### src/rtl/maxnet_pkg.sv
// Shared MaxNet constants and the ReLU clamp used by
// the datapath, memory and writeback blocks.
package maxnet_pkg;

  localparam int MAXNET_WIDTH = 5;
  localparam int MAXNET_N = 4;
  localparam int ITER_W = 4;
  localparam logic [ITER_W-1:0] ITER_MAX = '1;

  // Operates on a zero-extended w-bit value.
  function automatic logic [31:0] relu(
    input logic [31:0] v,
    input int w
  );
    return v[w-1] ? 32'd0 : v;
  endfunction

endpackage

### src/rtl/maxnet_status.sv
// Popcount of active entries and lowest-index
// priority encoder over an activation vector.
module maxnet_status
  import maxnet_pkg::*;
#(
  parameter int WIDTH = MAXNET_WIDTH,
  parameter int N = MAXNET_N
) (
  input  logic [N*WIDTH-1:0] x,
  output logic [2:0]         active_cnt,
  output logic [1:0]         winner_idx,
  output logic               converged,
  output logic               dead
);

  logic [WIDTH-1:0] v;
  logic [2:0]       cnt;
  logic [1:0]       win;

  always_comb begin
    v = '0;
    cnt = '0;
    win = '0;
    // Descending scan so the lowest active index wins.
    for (int i = N - 1; i >= 0; i--) begin
      v = x[i*WIDTH +: WIDTH];
      if (!v[WIDTH-1] && (|v)) begin
        cnt = cnt + 3'd1;
        win = 2'(i);
      end
    end
  end

  assign active_cnt = cnt;
  assign winner_idx = win;
  assign converged = (cnt == 3'd1);
  assign dead = (cnt == 3'd0);

endmodule

### src/rtl/x_writeback.sv
// Double-banked activation store: shadow collects a
// sweep's writes, commit publishes them to the active bank.
module x_writeback
  import maxnet_pkg::*;
#(
  parameter int WIDTH = MAXNET_WIDTH,
  parameter int N = MAXNET_N
) (
  input  logic               clk,
  input  logic               rst,
  input  logic               load,
  input  logic [N*WIDTH-1:0] X_in,
  input  logic               wr_en,
  input  logic [1:0]         wr_idx,
  input  logic [WIDTH-1:0]   wr_data,
  input  logic               commit,
  output logic [N*WIDTH-1:0] X_out,
  output logic [2:0]         active_cnt,
  output logic               converged,
  output logic               dead,
  output logic [1:0]         winner_idx,
  output logic [3:0]         iter_cnt,
  output logic               timeout
);

  logic [WIDTH-1:0] shadow_q [N];
  logic [WIDTH-1:0] shadow_d [N];
  logic [WIDTH-1:0] active_q [N];
  logic [WIDTH-1:0] active_d [N];
  logic [3:0]       iter_q;
  logic [3:0]       iter_d;

  function automatic logic [WIDTH-1:0] clamp(
    input logic [WIDTH-1:0] v
  );
    logic [31:0] r;
    r = relu(32'(v), WIDTH);
    return r[WIDTH-1:0];
  endfunction

  always_comb begin
    shadow_d = shadow_q;
    active_d = active_q;
    iter_d = iter_q;
    if (load) begin
      for (int i = 0; i < N; i++) begin
        shadow_d[i] = clamp(X_in[i*WIDTH +: WIDTH]);
        active_d[i] = clamp(X_in[i*WIDTH +: WIDTH]);
      end
      iter_d = '0;
    end else begin
      for (int i = 0; i < N; i++) begin
        if (wr_en && (wr_idx == 2'(i))) begin
          shadow_d[i] = clamp(wr_data);
        end
      end
      // Same-cycle write is folded into the commit.
      if (commit) begin
        active_d = shadow_d;
        if (iter_q != ITER_MAX) begin
          iter_d = iter_q + 4'd1;
        end
      end
    end
  end

  always_ff @(posedge clk) begin
    if (rst) begin
      for (int i = 0; i < N; i++) begin
        shadow_q[i] <= '0;
        active_q[i] <= '0;
      end
      iter_q <= '0;
    end else begin
      shadow_q <= shadow_d;
      active_q <= active_d;
      iter_q <= iter_d;
    end
  end

  always_comb begin
    X_out = '0;
    for (int i = 0; i < N; i++) begin
      X_out[i*WIDTH +: WIDTH] = active_q[i];
    end
  end

  assign iter_cnt = iter_q;
  assign timeout = (iter_q == ITER_MAX);

  maxnet_status #(
    .WIDTH(WIDTH),
    .N(N)
  ) u_status (
    .x(X_out),
    .active_cnt(active_cnt),
    .winner_idx(winner_idx),
    .converged(converged),
    .dead(dead)
  );

endmodule

### config.mk
export PLATFORM = sky130hd
export DESIGN_NAME = x_writeback
export DESIGN_NICKNAME = d
export VERILOG_FILES = /design/src/rtl/maxnet_pkg.sv /design/src/rtl/maxnet_status.sv /design/src/rtl/x_writeback.sv
export SDC_FILE = /design/constraint.sdc
export NUM_CORES = 1
export LEC_CHECK = 0
export BUFFER_PORTS_ARGS = -buffer_cell sky130_fd_sc_hd__clkbuf_2
export CORE_UTILIZATION = 50
export DETAILED_ROUTE_END_ITERATION = 10
export PLACE_DENSITY = 0.83
export REMOVE_ABC_BUFFERS = 1
export SETUP_SLACK_MARGIN = 0.02
export SLEW_MARGIN = 20
export SYNTH_ARGS = -nofsm -noshare
export SYNTH_HDL_FRONTEND = slang
export SYNTH_SLANG_ARGS = --single-unit
### constraint.sdc
create_clock -name clk -period 3.75 [get_ports clk]
set_input_delay 0.75 -clock clk [delete_from_list [all_inputs] [get_ports clk]]
set_output_delay 0.75 -clock clk [all_outputs]
set_load 0.005 [all_outputs]
==> results_dict.tcl, run 1 <==
set metrics [dict create \
    timing.hold.ws_ns 0.437 \
    power_mw 1.05 \
    nNetsFinal 339 \
    max_freq_ghz 0.292 \
    cts_resized 0 \
    post-synth-top-area-cell "dfxtp_1" \
    grt_pass1_vias 1678 \
    ctsHoldBuffers 0 \
    required_ns 3.00 \
    vias 1886 \
    start_util_pct 52.5 \
    worst_setup_path_end_kind "primary output" \
    final-max-slew-violation-count 0 \
    viasPerCell 5.36 \
    synth_flop_cell "dfxtp_1" \
    finalNonFillerCells 352 \
    endpoint "dead" \
    cts.sinks 44 \
    die_area_um2 4530 \
    cts_setup_buffers 0 \
    r2r_end "iter_cnt[0]" \
    finalWorstSetupSlack_ns 0.329 \
    wl_per_cell_um 13.3 \
    placedCellCount 344 \
    die_h_um 67.3 \
    rsz0062_at_grt "false" \
    drc_errors 0 \
    outcome "complete, no violations" \
    die_x_um 67.3 \
    hold_viol 0 \
    io_pins 64 \
    grt_pass1_wl_um 7570 \
    fillers 369 \
    core_area_um2 4060 \
    critical_path.startpoint_type "register" \
    drt_first_pass_iters 5 \
    design_area_um2 2540 \
    crit_start "X_out[12]" \
    critPathSlowestCell "or3_2" \
    routabilityCongestion 0.817 \
    ys_types 43 \
    cts-root-buf "clkbuf_8" \
    path_depth 10 \
    r2r_setup_slack_ns 2.49 \
    path_cells "nor4_1 > or2_2 > ha_1 > or3_2 > nand2_1 > ha_1 > nor3_1 > a31oi_2 > nor3_1 > clkbuf_2" \
    power.density_nw_per_um2 413 \
    drt_iter0_drc 70 \
    clockBufferDepth 2 \
    reg2regPathDepth 5 \
    clk_latency_ns 0.29 \
    max_cap_violations 0 \
    holdCritPathClass "reg -> reg" \
    synth_area_per_cell_um2 8.84 \
    synth_edf_count 0 \
    synthArstFlopShare_pct 0 \
    ys_seq_area_share_pct 41.3 \
    overflow 0 \
    drive_above_1_share_pct 32.1 \
    area_delta_synth_final_pct 19.4 \
    r2r_start "iter_cnt[0]" \
    synth-seq-cells 44 \
    slew_headroom_pct 54.6 \
    drtAntennaViolNets 0 \
    ys.warnings.count 0 \
    drt-total-wl_um 4680 \
    syn_area_um2 2130 \
    slowest_delay_ns 0.47 \
    rows 23 \
    place_ws_ns 0.653 \
    peakVddDrop_mv 0.272 \
    n_antenna_cell 0 \
    worst_slew_pin_slew_ns 0.680 \
    min_period_ns 3.42 \
    yosys.area.top_type_share_pct 41.3 \
    critPathKind "reg -> out" \
    hpwl_um 3520 \
    skew_ns 0.00580 \
    crit_buf_inv 1 \
    htree_levels 2 \
    clk_pin_slew_ns 0.08 \
    cp_top_family "simple AND/OR/NAND/NOR gates" \
    synth_area_leaders "dfxtp_1, nor2_1, mux2_4, nand2_1, o21ai_0" \
    setup_violations 0 \
    leakage_nw 1.16 \
    fin_crit_sh_pct 91.2 \
    finalSetupTns_ns 0 \
    portBuffers 63 \
    grt_max_degree 35 \
    placed_area_um2 2450 \
    netlist_instances 241 \
    crit_arrival_ns 2.67 \
    cts_inserted_buffers 5 \
    antenna_found_initial 0 \
    final_util_pct 62.7 \
    groute.usage.overall_pct 22.6 \
    cts_tree "yes" \
    path_max_fanout 4 \
]
tightest hold or removal path: stages (launching register included):
cell	delay (ns)
dfxtp_1	0.32
nand2_1	0.05
nor2_1	0.03
report_power, final:
part	total, mW	internal (mW)	switching (mW)
clock network	0.304	0.150	0.154
registers	0.503	0.489	0.0145
logic	0.242	0.120	0.122
total	1.05	0.759	0.290
area by class of cell:
type | instances | area [µm²] | area share [%]
multi-input combinational | 173 | 1140 | 44.8
sequential | 44 | 881 | 34.6
timing repair buffer | 64 | 323 | 12.7
clock buffer | 8 | 90.1 | 3.54
tap | 50 | 62.6 | 2.46
inverter | 13 | 48.8 | 1.92
how the worst min path moves through the flow:
| stage | start | to | slack (ns) | depth (start not counted) |
|---|---|---|---|---|
| 3_5_place_dp | shadow_q[4] | shadow_q[4] | 0.42 | 2 |
| 5_1_grt | shadow_q[4] | shadow_q[4] | 0.46 | 2 |
| 6_report | shadow_q[4] | shadow_q[4] | 0.44 | 2 |
| 3_3_place_gp | shadow_q[4] | shadow_q[4] | 0.42 | 2 |
| 4_1_cts | shadow_q[4] | shadow_q[4] | 0.43 | 2 |
| 2_1_floorplan | shadow_q[4] | shadow_q[4] | 0.41 | 2 |
per-layer routing:
| metal | vias to the layer above | global-route usage [%] | share of wire, % |
|---|---|---|---|
| met5 | - | 0 | 0 |
| met4 | 0 | 6.12 | 1.2 |
| met3 | 11 | 7.43 | 6.9 |
| met2 | 69 | 37.8 | 46 |
| met1 | 872 | 27.7 | 46 |
| li1 | 934 | - | - |
cell families (layout without fill, tap and decap cells):
logic type / after synthesis / in the layout / share of synthesized area, %
simple gates: 99 / 99 / 25.2
compound gates: 51 / 51 / 14.6
flops: 44 / 44 / 41.3
buf+inv: 24 / 85 / 5.23
mux: 12 / 12 / 7.28
fa+ha+maj: 6 / 6 / 3.52
xor+xnor: 5 / 5 / 2.76
synthesized netlist by cell type, types with 3 or more instances:
| cell | count |
|---|---|
| a21oi_1 | 6 |
| clkbuf_1 | 6 |
| dfxtp_1 | 44 |
| ha_1 | 6 |
| inv_1 | 13 |
| mux2_2 | 4 |
| mux2_4 | 6 |
| nand2_1 | 23 |
| nand2b_1 | 4 |
| nand3_1 | 5 |
| nand3b_1 | 6 |
| nor2_1 | 31 |
| nor2b_1 | 4 |
| nor3_1 | 4 |
| nor3b_1 | 4 |
| o21ai_0 | 17 |
| o21ai_1 | 14 |
| o21ai_2 | 6 |
| o31a_1 | 3 |
| xor2_1 | 3 |
cells in the final DEF, fill, tap and decap left out, types with 2 or more instances in the layout:
master    synthesis  routed
dfxtp_1          44      44
and3_1            2       2
mux2_4            6       6
o21ai_2           6       6
o22a_1            2       2
mux2i_1           2       2
ha_1              6       6
nor4_1            2       2
clkbuf_8          0       6
nor2_2            2       2
nor2b_1           4       4
and3b_1           2       2
xor2_1            3       3
nand3b_1          6       6
mux2_2            4       4
nor3_1            4       4
or2_2             2       2
clkbuf_2          0      63
o21ai_0          17      17
nor3b_1           4       4
inv_1            13      13
nand3_1           5       5
clkbuf_1          6       2
o31a_1            3       3
nand2b_1          4       4
nand2_1          23      23
a21oi_1           6       6
nor2_1           31      31
o21ai_1          14      14
sequential cells by signal (all words and copies together), names as in the netlist:
name,count
X_out,20
shadow_q,20
iter_cnt,4
No activity file was read; power rests on OpenSTA's default activity.
==> run 2, diff against run 1 <==
--- a/config.mk
+++ b/config.mk
@@ -8,7 +8,7 @@
 export BUFFER_PORTS_ARGS = -buffer_cell sky130_fd_sc_hd__clkbuf_2
 export CORE_UTILIZATION = 50
 export DETAILED_ROUTE_END_ITERATION = 10
-export PLACE_DENSITY = 0.83
+export PLACE_DENSITY = 0.86
 export REMOVE_ABC_BUFFERS = 1
 export SETUP_SLACK_MARGIN = 0.02
 export SLEW_MARGIN = 20
==> constraint.sdc (replaced) <==
create_clock -name clk -period 4.1 [get_ports clk]
set_input_delay 0.82 -clock clk [delete_from_list [all_inputs] [get_ports clk]]
set_output_delay 0.82 -clock clk [all_outputs]
set_load 0.005 [all_outputs]
==> results_dict.tcl, run 2 (synthesis results as in run 1) <==
set metrics [dict create \
    outcome "complete, no violations" \
    slew_headroom_pct 55.6 \
    vias 1838 \
    grt_util_met1_pct 27.5 \
    placedCellCount 343 \
    worst_slew_pin_slew_ns 0.665 \
    drc_errors 0 \
    final-max-slew-violation-count 0 \
    finalWorstSetupSlack_ns 0.657 \
    wl_per_cell_um 13.3 \
    portBuffers 63 \
    die_h_um 67.3 \
    critical_path.startpoint_type "register" \
    drive_above_1_share_pct 32.3 \
    pwr-share-clk_pct 27.1 \
    core_area_um2 4060 \
    grt_pass1_wl_um 7530 \
    drtAntennaViolNets 0 \
    skew_ns 0.00616 \
    r2r_end "iter_cnt[0]" \
    placed_area_um2 2450 \
    path_cells "nor4_1 > or2_2 > ha_1 > or3_2 > nand2_1 > ha_1 > nor3_1 > a31oi_2 > nor3_1 > clkbuf_2" \
    die_x_um 67.3 \
    hold_depth 2 \
    antenna_found_initial 0 \
    final_cell_mix "clkbuf_2, dfxtp_1, nor2_1, nand2_1, o21ai_0" \
    met2_usage_pct 37.4 \
    power_frac_seq_pct 49.2 \
    viasPerCell 5.25 \
    hold_viol 0 \
    power.density_nw_per_um2 370 \
    holdCritPathClass "reg -> reg" \
    cts_tree "yes" \
    area_delta_synth_final_pct 18.6 \
    hold_start "shadow_q[4]" \
    cts_resized 0 \
    start_util_pct 52.5 \
    critPathSlowestCell "or3_2" \
    cts_setup_buffers 0 \
    design_area_um2 2530 \
    grt_max_degree 35 \
    top_usage_layer "met2" \
    swShare_pct 28.1 \
    r2r_start "iter_cnt[0]" \
    nNetsFinal 338 \
    crit_buf_inv 1 \
    place_ws_ns 0.963 \
    power.internal_uw 672 \
    p_comb_share_pct 23.7 \
    setup_violations 0 \
    reg2regPathDepth 5 \
    peakVddDrop_mv 0.264 \
    drt_first_pass_iters 4 \
    fillers 357 \
    fin_crit_sh_pct 84.0 \
    final_util_pct 62.3 \
    clk_pin_slew_ns 0.08 \
    routabilityCongestion 0.860 \
    whs_endpoint "shadow_q[4]" \
    io_pins 64 \
    clockBufferDepth 2 \
    crit_arrival_ns 2.62 \
    cts_inserted_buffers 5 \
    die_area_um2 4530 \
    max_freq_ghz 0.290 \
    min_period_ns 3.44 \
    rows 23 \
    cts.sinks 44 \
    finalNonFillerCells 350 \
    clk_latency_ns 0.30 \
    slowest_delay_ns 0.47 \
    path_max_fanout 4 \
    p_sw_uw 262 \
    finalSetupTns_ns 0 \
    rsz0062_at_grt "false" \
    cp_top_family "simple AND/OR/NAND/NOR gates" \
    htree_levels 2 \
    leakage_nw 1.16 \
    ctsHoldBuffers 0 \
    final_common_cell "clkbuf_2" \
    critPathKind "reg -> out" \
    r2r_setup_slack_ns 2.86 \
    groute.usage.overall_pct 22.4 \
    worst_setup_path_end_kind "primary output" \
    required_ns 3.28 \
    overflow 0 \
    grt_pass1_vias 1657 \
    n_antenna_cell 0 \
    hpwl_um 3480 \
    cts-root-buf "clkbuf_8" \
    drt-total-wl_um 4650 \
    grtUsageMet3_pct 6.42 \
    drt_iter0_drc 82 \
    max_cap_violations 0 \
]
==> run 2: through the flow <==
step,total power [mW],hold slack (ns)
after floorplan,0.603,0.410
after global placement,0.682,0.416
after detailed placement,0.691,0.427
after CTS,0.940,0.438
after global routing,0.990,0.448
final,0.934,0.434
==> run 2: layer usage <==
layer	share of wire [%]	wire (µm)
met2	47	2200
met3	7.0	325
met4	1.8	83
met1	44	2040
met5	0	0
==> run 2: how the worst max path moves through the flow <==
stage / start / end / depth (start not counted)
after floorplan: X_out[10] / dead / 9
after global placement: X_out[11] / dead / 10
after detailed placement: X_out[10] / dead / 10
after CTS: X_out[10] / dead / 10
after global routing: X_out[15] / dead / 11
final: X_out[10] / dead / 10
==> run 2: layout make-up <==
cell class              count  area, µm²  share of cell area, %
inverters                  13       48.8                   1.93
multi-input cells         173       1140                   45.2
flip-flops and latches     44        881                   34.9
clock inverters             1       5.00                  0.198
repair buffers             63        315                   12.5
clock buffers               6       72.6                   2.87
well taps                  50       62.6                   2.48
==> run 2: tightest hold or removal path, stage by stage (launching register included) <==
cell and delay [ns]:
dfxtp_1 0.31, nand2_1 0.05, nor2_1 0.03
==> run 2: power by group through the flow <==
stage / sequential [mW] / combinational, mW / clock (mW)
floorplan: 0.468 / 0.135 / 0
finish: 0.460 / 0.222 / 0.253
detailed placement: 0.469 / 0.221 / 0
global route: 0.462 / 0.249 / 0.280
global placement: 0.468 / 0.214 / 0
CTS: 0.460 / 0.223 / 0.257
==> run 3, diff against run 2 <==
==> constraint.sdc (replaced) <==
create_clock -name clk -period 3.3 [get_ports clk]
set_input_delay 0.66 -clock clk [delete_from_list [all_inputs] [get_ports clk]]
set_output_delay 0.66 -clock clk [all_outputs]
set_load 0.005 [all_outputs]
==> results_dict.tcl, run 3 (synthesis results as in run 1) <==
set metrics [dict create \
    outcome "complete, no violations" \
    placed_area_um2 2460 \
    min_period_ns 3.08 \
    swShare_pct 27.6 \
    hold_viol 0 \
    viasPerCell 5.17 \
    topRoutingLayerUsed "met4" \
    hpwl_um 3410 \
    clk_pin_slew_ns 0.08 \
    final_common_cell "clkbuf_2" \
    grt_pass1_vias 1601 \
    max_freq_ghz 0.324 \
    routabilityCongestion 0.877 \
    setup_violations 0 \
    drc_errors 0 \
    antenna_found_initial 0 \
    peakVddDrop_mv 0.240 \
    vias 1846 \
    nNetsFinal 344 \
    wl_per_cell_um 12.8 \
    critPathKind "reg -> out" \
    die_h_um 67.3 \
    route.met3.wl_um 270 \
    slew_headroom_pct 51.3 \
    drt-total-wl_um 4560 \
    drt_iter0_drc 51 \
    start_util_pct 52.5 \
    holdCritPathClass "reg -> reg" \
    drt_first_pass_iters 4 \
    clk_latency_ns 0.29 \
    clockBufferDepth 2 \
    met2_length_um 2100 \
    power.density_nw_per_um2 461 \
    worst_slew_pin_slew_ns 0.724 \
    htree_levels 2 \
    fin_crit_sh_pct 93.5 \
    io_pins 64 \
    n_antenna_cell 0 \
    final_util_pct 65.2 \
    rows 23 \
    power.internal_uw 884 \
    p_comb_share_pct 24.9 \
    max_cap_violations 0 \
    grt_max_degree 34 \
    crit_arrival_ns 2.42 \
    m1WireLength_um 2110 \
    die_x_um 67.3 \
    area_delta_synth_final_pct 24.3 \
    overflow 0 \
    drtAntennaViolNets 0 \
    p_sw_uw 337 \
    grt_pass1_wl_um 7240 \
    timing.hold.ws_ns 0.447 \
    required_ns 2.64 \
    worst_setup_path_end_kind "primary output" \
    final-max-slew-violation-count 0 \
    skew_ns 0.00467 \
    path_max_fanout 3 \
    cts.sinks 44 \
    critical_path.startpoint_type "register" \
    pwr-share-clk_pct 28.1 \
    ctsHoldBuffers 0 \
    die_area_um2 4530 \
    portBuffers 63 \
    cts-root-buf "clkbuf_8" \
    power_frac_seq_pct 47.0 \
    drive_above_1_share_pct 37.8 \
    cts_tree "yes" \
    final_cell_mix "clkbuf_2, dfxtp_1, nor2_1, nand2_1, o21ai_0" \
    leakage_nw 1.20 \
    cts_inserted_buffers 5 \
    design_area_um2 2650 \
    groute.usage.overall_pct 21.6 \
    core_area_um2 4060 \
]
-- run 3: timing repair --
action | 4_1_cts | 5_1_grt
resized for setup | 2 | 16
endpoints found under the hold margin | 0 | 0
setup endpoints to repair | 2 | 3
pin swaps | 0 | 5
setup buffers | 0 | 4
gates cloned | 0 | 0
-- run 3: per-layer routing --
layer | track usage, % | up-vias
met3 | 6.08 | 8
met5 | 0 | -
met4 | 7.45 | 0
li1 | - | 951
met2 | 35.4 | 59
met1 | 27.1 | 828
-- run 3: power by group through the flow --
stage	registers (mW)	clock network, mW	logic, mW
3_3_place_gp	0.581	0	0.268
3_5_place_dp	0.583	0	0.276
5_1_grt	0.576	0.373	0.341
2_1_floorplan	0.582	0	0.167
6_report	0.574	0.343	0.304
4_1_cts	0.571	0.345	0.283
-- run 3: layout make-up --
type                    instances  area [µm²]
multi-input cells             173        1190
fillers                       327        1410
repair buffers                 69         360
well taps                      50        62.6
flip-flops and latches         44         891
clock buffers                   8        90.1
inverters                      13        48.8
-- run 3: worst paths after layout --
| kind | from | to | slack [ns] | depth (start not counted) |
|---|---|---|---|---|
| min reg2reg | shadow_q[4] | shadow_q[4] | 0.45 | 2 |
| min | shadow_q[4] | shadow_q[4] | 0.45 | 2 |
| max reg2reg | iter_cnt[0] | iter_cnt[0] | 2.09 | 5 |
| max | X_out[15] | converged | 0.22 | 11 |
-- run 3: metrics by stage --
step	cells	total power, mW	setup TNS [ns]	worst slack (ns)
after floorplan	230	0.749	0	0.499
after global placement	345	0.850	0	0.382
after detailed placement	345	0.859	0	0.302
after CTS	353	1.20	0	0.0361
after global routing	357	1.29	-0.00337	-0.00337
final	357	1.22	0	0.215
-- run 3: critical path, stage by stage, from the launching register on --
cell and delay, ns:
dfxtp_2 0.34, nor4_2 0.25, nor2_1 0.11, buf_4 0.14, ha_1 0.20, o21ai_0 0.13
nand2_1 0.10, ha_1 0.20, nor3b_4 0.15, xor2_2 0.19, nor3b_2 0.18, clkbuf_2 0.13
